==> src/rtl/matrix_key_emu.sv <==
// Matrix keypad key-press emulator: answers a row scanner on the column lines
// and plays back a press with optional contact bounce, hold, release and gap.
module matrix_key_emu #(
  parameter int unsigned TICK_DIV      = 50000,
  parameter int unsigned BOUNCE_CYCLES = 50000,
  parameter int unsigned BOUNCE_PHASES = 4,
  parameter int unsigned GAP_MS        = 20
) (
  input  logic       sys_clk,
  input  logic       rst_n,
  input  logic [3:0] row,
  output logic [3:0] col,
  input  logic       cmd_valid,
  output logic       cmd_ready,
  input  logic [3:0] cmd_key,
  input  logic [7:0] cmd_hold_ms,
  input  logic       abort,
  output logic       busy,
  output logic       pressed,
  output logic [3:0] cur_key,
  output logic       done
);

  localparam int unsigned CNT_MAX = (TICK_DIV > BOUNCE_CYCLES) ? TICK_DIV : BOUNCE_CYCLES;
  localparam int unsigned CYC_W   = (CNT_MAX < 2) ? 1 : $clog2(CNT_MAX);
  localparam int unsigned PH_W    = (BOUNCE_PHASES < 2) ? 1 : $clog2(BOUNCE_PHASES);
  localparam logic [CYC_W-1:0] TICK_LAST = CYC_W'(TICK_DIV - 1);
  localparam logic [CYC_W-1:0] BNC_LAST  = CYC_W'(BOUNCE_CYCLES - 1);
  localparam logic [PH_W-1:0]  PH_LAST   = PH_W'(BOUNCE_PHASES - 1);
  localparam logic [7:0]       GAP_LAST  = 8'(GAP_MS - 1);
  localparam bit               HAS_BNC   = (BOUNCE_PHASES != 0);

  typedef enum logic [2:0] {
    S_IDLE,
    S_BNC_PRESS,
    S_HOLD,
    S_BNC_REL,
    S_GAP
  } state_t;

  state_t           state_q, state_d;
  logic [CYC_W-1:0] cyc_q, cyc_d;
  logic [7:0]       ms_q, ms_d;
  logic [PH_W-1:0]  phase_q, phase_d;
  logic [7:0]       hold_q, hold_d;
  logic [3:0]       cur_key_q, cur_key_d;
  logic [3:0]       col_q, col_d;
  logic             pressed_q, pressed_d;
  logic             busy_q, busy_d;
  logic             ready_q, ready_d;
  logic             done_q, done_d;

  // State register and registered outputs
  always_ff @(posedge sys_clk) begin
    if (!rst_n) begin
      state_q   <= S_IDLE;
      cyc_q     <= '0;
      ms_q      <= '0;
      phase_q   <= '0;
      hold_q    <= '0;
      cur_key_q <= '0;
      col_q     <= 4'hF;
      pressed_q <= 1'b0;
      busy_q    <= 1'b0;
      ready_q   <= 1'b1;
      done_q    <= 1'b0;
    end else begin
      state_q   <= state_d;
      cyc_q     <= cyc_d;
      ms_q      <= ms_d;
      phase_q   <= phase_d;
      hold_q    <= hold_d;
      cur_key_q <= cur_key_d;
      col_q     <= col_d;
      pressed_q <= pressed_d;
      busy_q    <= busy_d;
      ready_q   <= ready_d;
      done_q    <= done_d;
    end
  end

  // Next-state, timing counters and output decode
  always_comb begin
    state_d   = state_q;
    cyc_d     = cyc_q;
    ms_d      = ms_q;
    phase_d   = phase_q;
    hold_d    = hold_q;
    cur_key_d = cur_key_q;
    done_d    = 1'b0;
    pressed_d = 1'b0;

    unique case (state_q)
      S_IDLE: begin
        if (cmd_valid) begin
          cur_key_d = cmd_key;
          hold_d    = cmd_hold_ms;
          cyc_d     = '0;
          ms_d      = '0;
          phase_d   = '0;
          if (cmd_hold_ms == 8'd0) done_d = 1'b1;
          else state_d = HAS_BNC ? S_BNC_PRESS : S_HOLD;
        end
      end
      S_BNC_PRESS, S_BNC_REL: begin
        if (cyc_q == BNC_LAST) begin
          cyc_d = '0;
          if (phase_q == PH_LAST) begin
            phase_d = '0;
            state_d = (state_q == S_BNC_PRESS) ? S_HOLD : S_GAP;
          end else begin
            phase_d = phase_q + PH_W'(1);
          end
        end else begin
          cyc_d = cyc_q + CYC_W'(1);
        end
      end
      S_HOLD, S_GAP: begin
        if (cyc_q == TICK_LAST) begin
          cyc_d = '0;
          if (ms_q == ((state_q == S_HOLD) ? hold_q - 8'd1 : GAP_LAST)) begin
            ms_d = '0;
            if (state_q == S_HOLD) begin
              state_d = HAS_BNC ? S_BNC_REL : S_GAP;
            end else begin
              state_d = S_IDLE;
              done_d  = 1'b1;
            end
          end else begin
            ms_d = ms_q + 8'd1;
          end
        end else begin
          cyc_d = cyc_q + CYC_W'(1);
        end
      end
      default: state_d = S_IDLE;
    endcase

    // Abort drops the contact at once and still enforces a full open gap
    if (abort && (state_q == S_BNC_PRESS || state_q == S_HOLD || state_q == S_BNC_REL)) begin
      state_d = S_GAP;
      cyc_d   = '0;
      ms_d    = '0;
      phase_d = '0;
    end

    unique case (state_d)
      S_BNC_PRESS: pressed_d = ~phase_d[0];
      S_HOLD:      pressed_d = 1'b1;
      S_BNC_REL:   pressed_d = phase_d[0];
      default:     pressed_d = 1'b0;
    endcase

    busy_d  = (state_d != S_IDLE);
    ready_d = (state_d == S_IDLE);

    col_d = 4'hF;
    if (pressed_q && !row[cur_key_q[3:2]]) col_d[cur_key_q[1:0]] = 1'b0;
  end

  assign col       = col_q;
  assign cmd_ready = ready_q;
  assign busy      = busy_q;
  assign pressed   = pressed_q;
  assign cur_key   = cur_key_q;
  assign done      = done_q;

endmodule

==> config.mk <==
export PLATFORM = sky130hd
export DESIGN_NAME = matrix_key_emu
export DESIGN_NICKNAME = d
export VERILOG_FILES = /design/src/rtl/matrix_key_emu.sv
export SDC_FILE = /design/constraint.sdc
export NUM_CORES = 1
export LEC_CHECK = 0
export ABC_AREA = 1
export CAP_MARGIN = 20
export CORE_MARGIN = 3
export CORE_UTILIZATION = 50
export DETAILED_ROUTE_END_ITERATION = 10
export GPL_TIMING_DRIVEN = 0
export PLACE_DENSITY_LB_ADDON = 0.1
export SKIP_CTS_REPAIR_TIMING = 1
export SLEW_MARGIN = 20
export SYNTH_ARGS = -nofsm -noshare
export SYNTH_HDL_FRONTEND = slang
export SYNTH_SLANG_ARGS = --single-unit
==> constraint.sdc <==
create_clock -name sys_clk -period 3.05 [get_ports sys_clk]
set_input_delay 0.4575 -clock sys_clk [delete_from_list [all_inputs] [get_ports sys_clk]]
set_output_delay 0.4575 -clock sys_clk [all_outputs]
set_load 0.02 [all_outputs]
* After elaboration in Yosys (flattened, before gate mapping)
Index checks and enable logic that the tools add are counted.
** Word-level totals
- Flip-flop bits (word level) :: 49
- Output and inout port bits :: 12
- Word-level logic and storage cells :: 91
** Cells by class
- $add $sub $neg :: 4
- Order comparisons :: 3
- Eq/ne operators :: 13
- Multiplexer cells :: 34
- Bitwise operators :: 3
- Reductions and logical operators :: 22
** Operator list (number)
- $mux W16 :: 2
- $mux W8 :: 4
- $pmux W16 S2 :: 1
- $mux W3 :: 8
- $add A16 B1 Y16 const B :: 1
- $eq A16 B16 Y1 const B :: 1
- $pmux W8 S2 :: 1
- $eq A3 B2 Y1 const B :: 4
- $pmux W3 S3 :: 1
- $add A8 B1 Y8 const B :: 1
- $eq A8 B8 Y1 :: 1
- $logic_not A8 Y1 :: 1
- $mux W1 :: 8
- $mux W2 :: 4
- $sub A8 B1 Y8 const B :: 1
- $eq A3 B1 Y1 const B :: 2
- $logic_not A3 Y1 :: 2
- $lt A2 B3 Y1 const B :: 2
- $ne A2 B2 Y1 const B :: 3
- $reduce_and A2 Y1 :: 3
- $reduce_and A3 Y1 :: 2
- $reduce_bool A2 Y1 :: 3
- $reduce_or A2 Y1 :: 3
- $not A4 Y4 :: 1
- other kinds (15) :: 19

* Logic depth before layout (Yosys ltp)
- Word-level depth :: 9
- Depth in mapped cells :: 17

* Least setup slack after synthesis
No wires, ideal clock.
- Path kind :: register to register
- Start :: register hold_q[0]
- End :: register ms_q[4]
- Library setup time :: 0.114 ns
- Data arrival time :: 1.712 ns
- Setup slack :: 1.224 ns
- Cell stages (with the launch flop) :: 15
- Path buffers :: 0
- Cell sequence :: dfxtp_1 inv_1 ha_1 nand2_1 inv_1 nand2_1 o21ai_0 nand3_1 nand2_1 nand2_1 nor2_4 nand2_1 a21oi_1 or2_4 nor2_1
** Between the ends
- Cells in the longest elaborated chain, start to end :: 6
** RTL lines
- start: declaration :: RTL line 45 : logic [7:0] hold_q, hold_d;
- start signal: assignment :: RTL line 72 : hold_q <= hold_d;
- $sub A8 B1 Y8 :: RTL line 121 : if (ms_q == ((state_q == S_HOLD) ? hold_q - 8'd1 : GAP_LAST)) begin
- $mux W8 :: RTL line 121
- $eq A8 B8 Y1 :: RTL line 121
- $mux W8 :: RTL line 121
- $mux W8 :: RTL line 119 : if (cyc_q == TICK_LAST) begin
- $pmux W8 S2 :: RTL line 93 : unique case (state_q)
- end signal: assignment :: RTL line 70 : ms_q <= ms_d;
- end: declaration :: RTL line 43 : logic [7:0] ms_q, ms_d;
No other way between the ends. The select of a mux whose other input is x is not followed.
A chain may end at the register's enable or synchronous reset.

* Worst setup path in the final report
- Start :: register hold_q[0]
- End :: register ready_q, in the netlist cmd_ready
** Between the ends
- Cells in the longest elaborated chain, start to end :: 8
** RTL lines
- $sub A8 B1 Y8 :: RTL line 121
- $mux W8 :: RTL line 121
- $eq A8 B8 Y1 :: RTL line 121
- $mux W3 :: RTL line 121
- $mux W3 :: RTL line 119
- $pmux W3 S3 :: RTL line 93
- $mux W3 :: RTL line 140 : if (abort && (state_q == S_BNC_PRESS || state_q == S_HOLD || state_q == S_BNC_REL)) begin
- $logic_not A3 Y1 :: RTL line 155 : ready_d = (state_d == S_IDLE);
- end signal: assignment :: RTL line 77 : ready_q <= ready_d;
- end: declaration :: RTL line 50 : logic ready_q, ready_d;
No other way between the ends.

==> out/results.txt <==
The total area of multi-input combinational cells came out at 1400 um^2. The overall global routing resource usage was 19.4%; the fraction of registers with async set or reset after synthesis was 0%. After layout, the worst path uses 70.7% of the clock period. The number of global-route vias before repair is 2258, and the static leakage power is 1.18 nW.

The core region is 4910 um^2. Counting every net in the synthesized netlist gives 405. Path class of the lowest-slack min-delay path: reg2reg. Power spread over the standard cell area amounts to 450 nW/um^2. Critical setup path kind: reg2reg. The synthesized netlist devotes 1.99% of its cell area to XOR and XNOR gates. The site row count was 25; the area overhead of the layout relative to synthesis was 19.3%.

For the level count of the clock H-tree, the log shows 2. Timing would allow up to 464 MHz. Yosys mapped a number of flops with a built-in enable equal to 0. The later pin in the worst-skew pair is clocked with a latency of 0.29 ns. TritonCTS built the clock tree. The run gives 3030 um^2 as the instance area after placement. Tightest slew margin relative to the limit: 69.6%. After detailed routing, the average wire length per cell comes to 12.2 um. The number of cells produced by synthesis came out at 381.

Adding up every negative setup slack in the final design gives 0 ns. The floorplan die width works out to 78.6 um. For this block, the initial DRC count from the detailed router was 81. The tightest hold path in the finished design has a slack of 0.439 ns. The first global-routing pass estimated 9800 um of wire. After synthesis, the largest family of logic cells by area is simple AND/OR/NAND/NOR gates. Dividing the synthesized area by the synthesized cell count gives 6.93 um^2. The area fraction in and, or, nand and nor cells after synthesis came out at 33.4%. The cell chosen for the clock root is clkbuf_8. Counting the fill cells in the layout gives 462.

The congestion estimate from routability-driven global placement came to 0.904. Across the run, the number of max-cap violations was 0. The number of unique standard cell types used by synthesis was 38.

In the layout the commonest cells are nand2_1 (69), inv_1 (53), dfxtp_1 (49), nor2_1 (33), clkdlybuf4s50_1 (31). In this run the cell area of the synthesized design comes to 2640 um^2. Count of port buffers added during placement: 31. After detailed routing, the number of vias per cell comes to 5.28. The initial core utilization came out at 53.7%. Summing the areas of all compound-gate instances in the mapped netlist gives 15.7% of the synthesized area. The first detailed-routing pass took 5 iterations. The overall die height came out at 78.6 um.

For this block, the routed nets add up to 5920 um of wire. The routed layout has 2571 vias. The sequential element share of the synthesized area is 37.2%, and the worst clock skew is 0.00489 ns. The wire-length estimate of the detail-placed layout is 4670 um. VDD sags by at most 0.000303 V. The most common cell after layout, fill and taps aside is nand2_1. The clock drives 49 sinks.

The post-route netlist has 8.57% of its cells at a drive strength greater than 1. The number of hold violations in the final report is 0, and the warning count from the yosys run is 0. In this run the count of I/O pins placed on the die edge is 32.

In the routed design, unresolved DRC markers number 0. For the antenna diode instance count, the log shows 0. Summing all flip-flop and latch instances after layout gives 981 um^2. The flow ran to the end, and the final reports show no timing, DRC or antenna violations. The most used flip-flop cell after synthesis is dfxtp_1. The flip-flop and latch count after synthesis was 49; the share of cell area taken by muxes after synthesis was 0%.

The global route total overflow is 0, and the post-route total power is 0.00142 W. Data on the critical path arrives at its endpoint at 2.35 ns. The logs give 64.1% for the end-of-flow core utilization and 6190 um^2 for the area of the die. The worst setup path is launched from a flop.

The number of nets at the end of the flow was 443; the maximum number of pins on one net before global-route repair was 15. Maximum fanout count along the critical path: 5. The worst path needs 2.16 ns of the cycle, external delays included. The count of antenna-violating nets left after detailed routing is 0, and the initial antenna violation count is 0.

STA puts the critical path data required time at 3.25 ns. The final number of max-transition violations was 0; the final design area excluding fillers was 3150 um^2. Of the total synthesized cell area, the portion taken by full adders, half adders and majority gates is 1.90%.

Setup repair after global routing left no endpoint under its margin. In this run, CTS created clock tree buffers numbering 5. The CTS clock-pin slew for the worst setup and hold paths works out to 0.09 ns.

Counting along the longest clock path gives a buffer depth of 2. Transition time of the tightest slew-check pin: 0.452 ns. The element type at the critical path end was a flop.

For the count of final setup violators, the log shows 0.
[metal layers]
metal	track usage (%)	vias up	part of all wire, %	routed length [um]
li1	-	1352	-	-
met1	22.7	1176	45	2650
met2	35.9	39	51	3010
met3	3.56	4	3.5	206
met4	4.90	0	0.88	52
met5	0	-	0	0
[cells in the mapped netlist (2+ instances only)]
cell / count / share of area (%)
nand3_1: 30 / 5.7
a21oi_1: 29 / 5.5
nor2_1: 33 / 4.7
nand4_1: 18 / 4.3
xor2_1: 6 / 2.0
a211oi_1: 4 / 1.1
clkbuf_1: 3 / 0.43
o211ai_1: 2 / 0.57
nor3_2: 2 / 0.76
nor2_4: 3 / 1.3
nand2_2: 2 / 0.47
nor2_2: 4 / 0.95
a31oi_1: 3 / 0.71
dfxtp_1: 49 / 37
nand2_1: 69 / 9.8
o21ai_0: 24 / 4.6
nor4_1: 7 / 1.7
nor3_1: 10 / 1.9
inv_1: 53 / 7.5
inv_2: 7 / 1.0
a21oi_2: 2 / 0.66
buf_2: 2 / 0.38
ha_1: 4 / 1.9
[layout make-up]
cell class	count	share of cell area (%)
timing repair buffer	31	9.85
clock buffer	7	2.74
buffer	6	1.03
clock inverter	1	0.954
multi-input combinational	266	44.5
sequential	49	31.1
tap	67	2.66
inverter	60	7.15
[through the flow]
step           worst slack [ns]  cells
2_1_floorplan              1.22    381
3_3_place_gp              0.872    479
3_5_place_dp              0.860    479
4_1_cts                   0.888    487
5_1_grt                   0.575    487
6_report                  0.894    487
[power breakdown]
group	internal (W)	total [W]	switching [W]
Clock	0.000268	0.000473	0.000205
Combinational	0.0000965	0.000256	0.000159
Sequential	0.000666	0.000687	0.0000213
Total	0.00103	0.00142	0.000386
[kinds of logic after synthesis]
group	Yosys count
AND/OR/NAND/NOR	185
AO/OA/AOI/OAI	71
buffers and inverters	66
flip-flops	49
XOR/XNOR	6
adder cells (fa/ha/maj)	4
[final timing paths]
kind | start | end | slack [ns] | cells after the start
setup / recovery | hold_q[0] | cmd_ready | 0.89 | 17
hold / removal | cur_key[0] | col[3] | 0.44 | 1
setup reg to reg | hold_q[0] | cmd_ready | 0.89 | 17
hold reg to reg | cur_key[0] | col[3] | 0.44 | 1
[flip-flops by register name, indices dropped and copies added (netlist names)]
register   count
busy           1
hold_q         8
done           1
cmd_ready      1
state_q        3
col            4
pressed        1
ms_q           8
cyc_q         16
cur_key        4
phase_q        2
[worst max-delay path, stage by stage (launching register included)]
cell and delay [ns]:
dfxtp_1 0.36, inv_1 0.15, ha_1 0.21, nand2_1 0.08, inv_1 0.07, nand2_1 0.08
o21ai_0 0.21, nand3_1 0.09, nand2_1 0.06, nand2_1 0.08, nor2_4 0.13, nand4_1 0.10
nand2_1 0.12, nand2_1 0.08, nand2_1 0.06, nand2_1 0.05, nand2_2 0.08, inv_2 0.03
No activity file was read; power rests on OpenSTA's default activity.
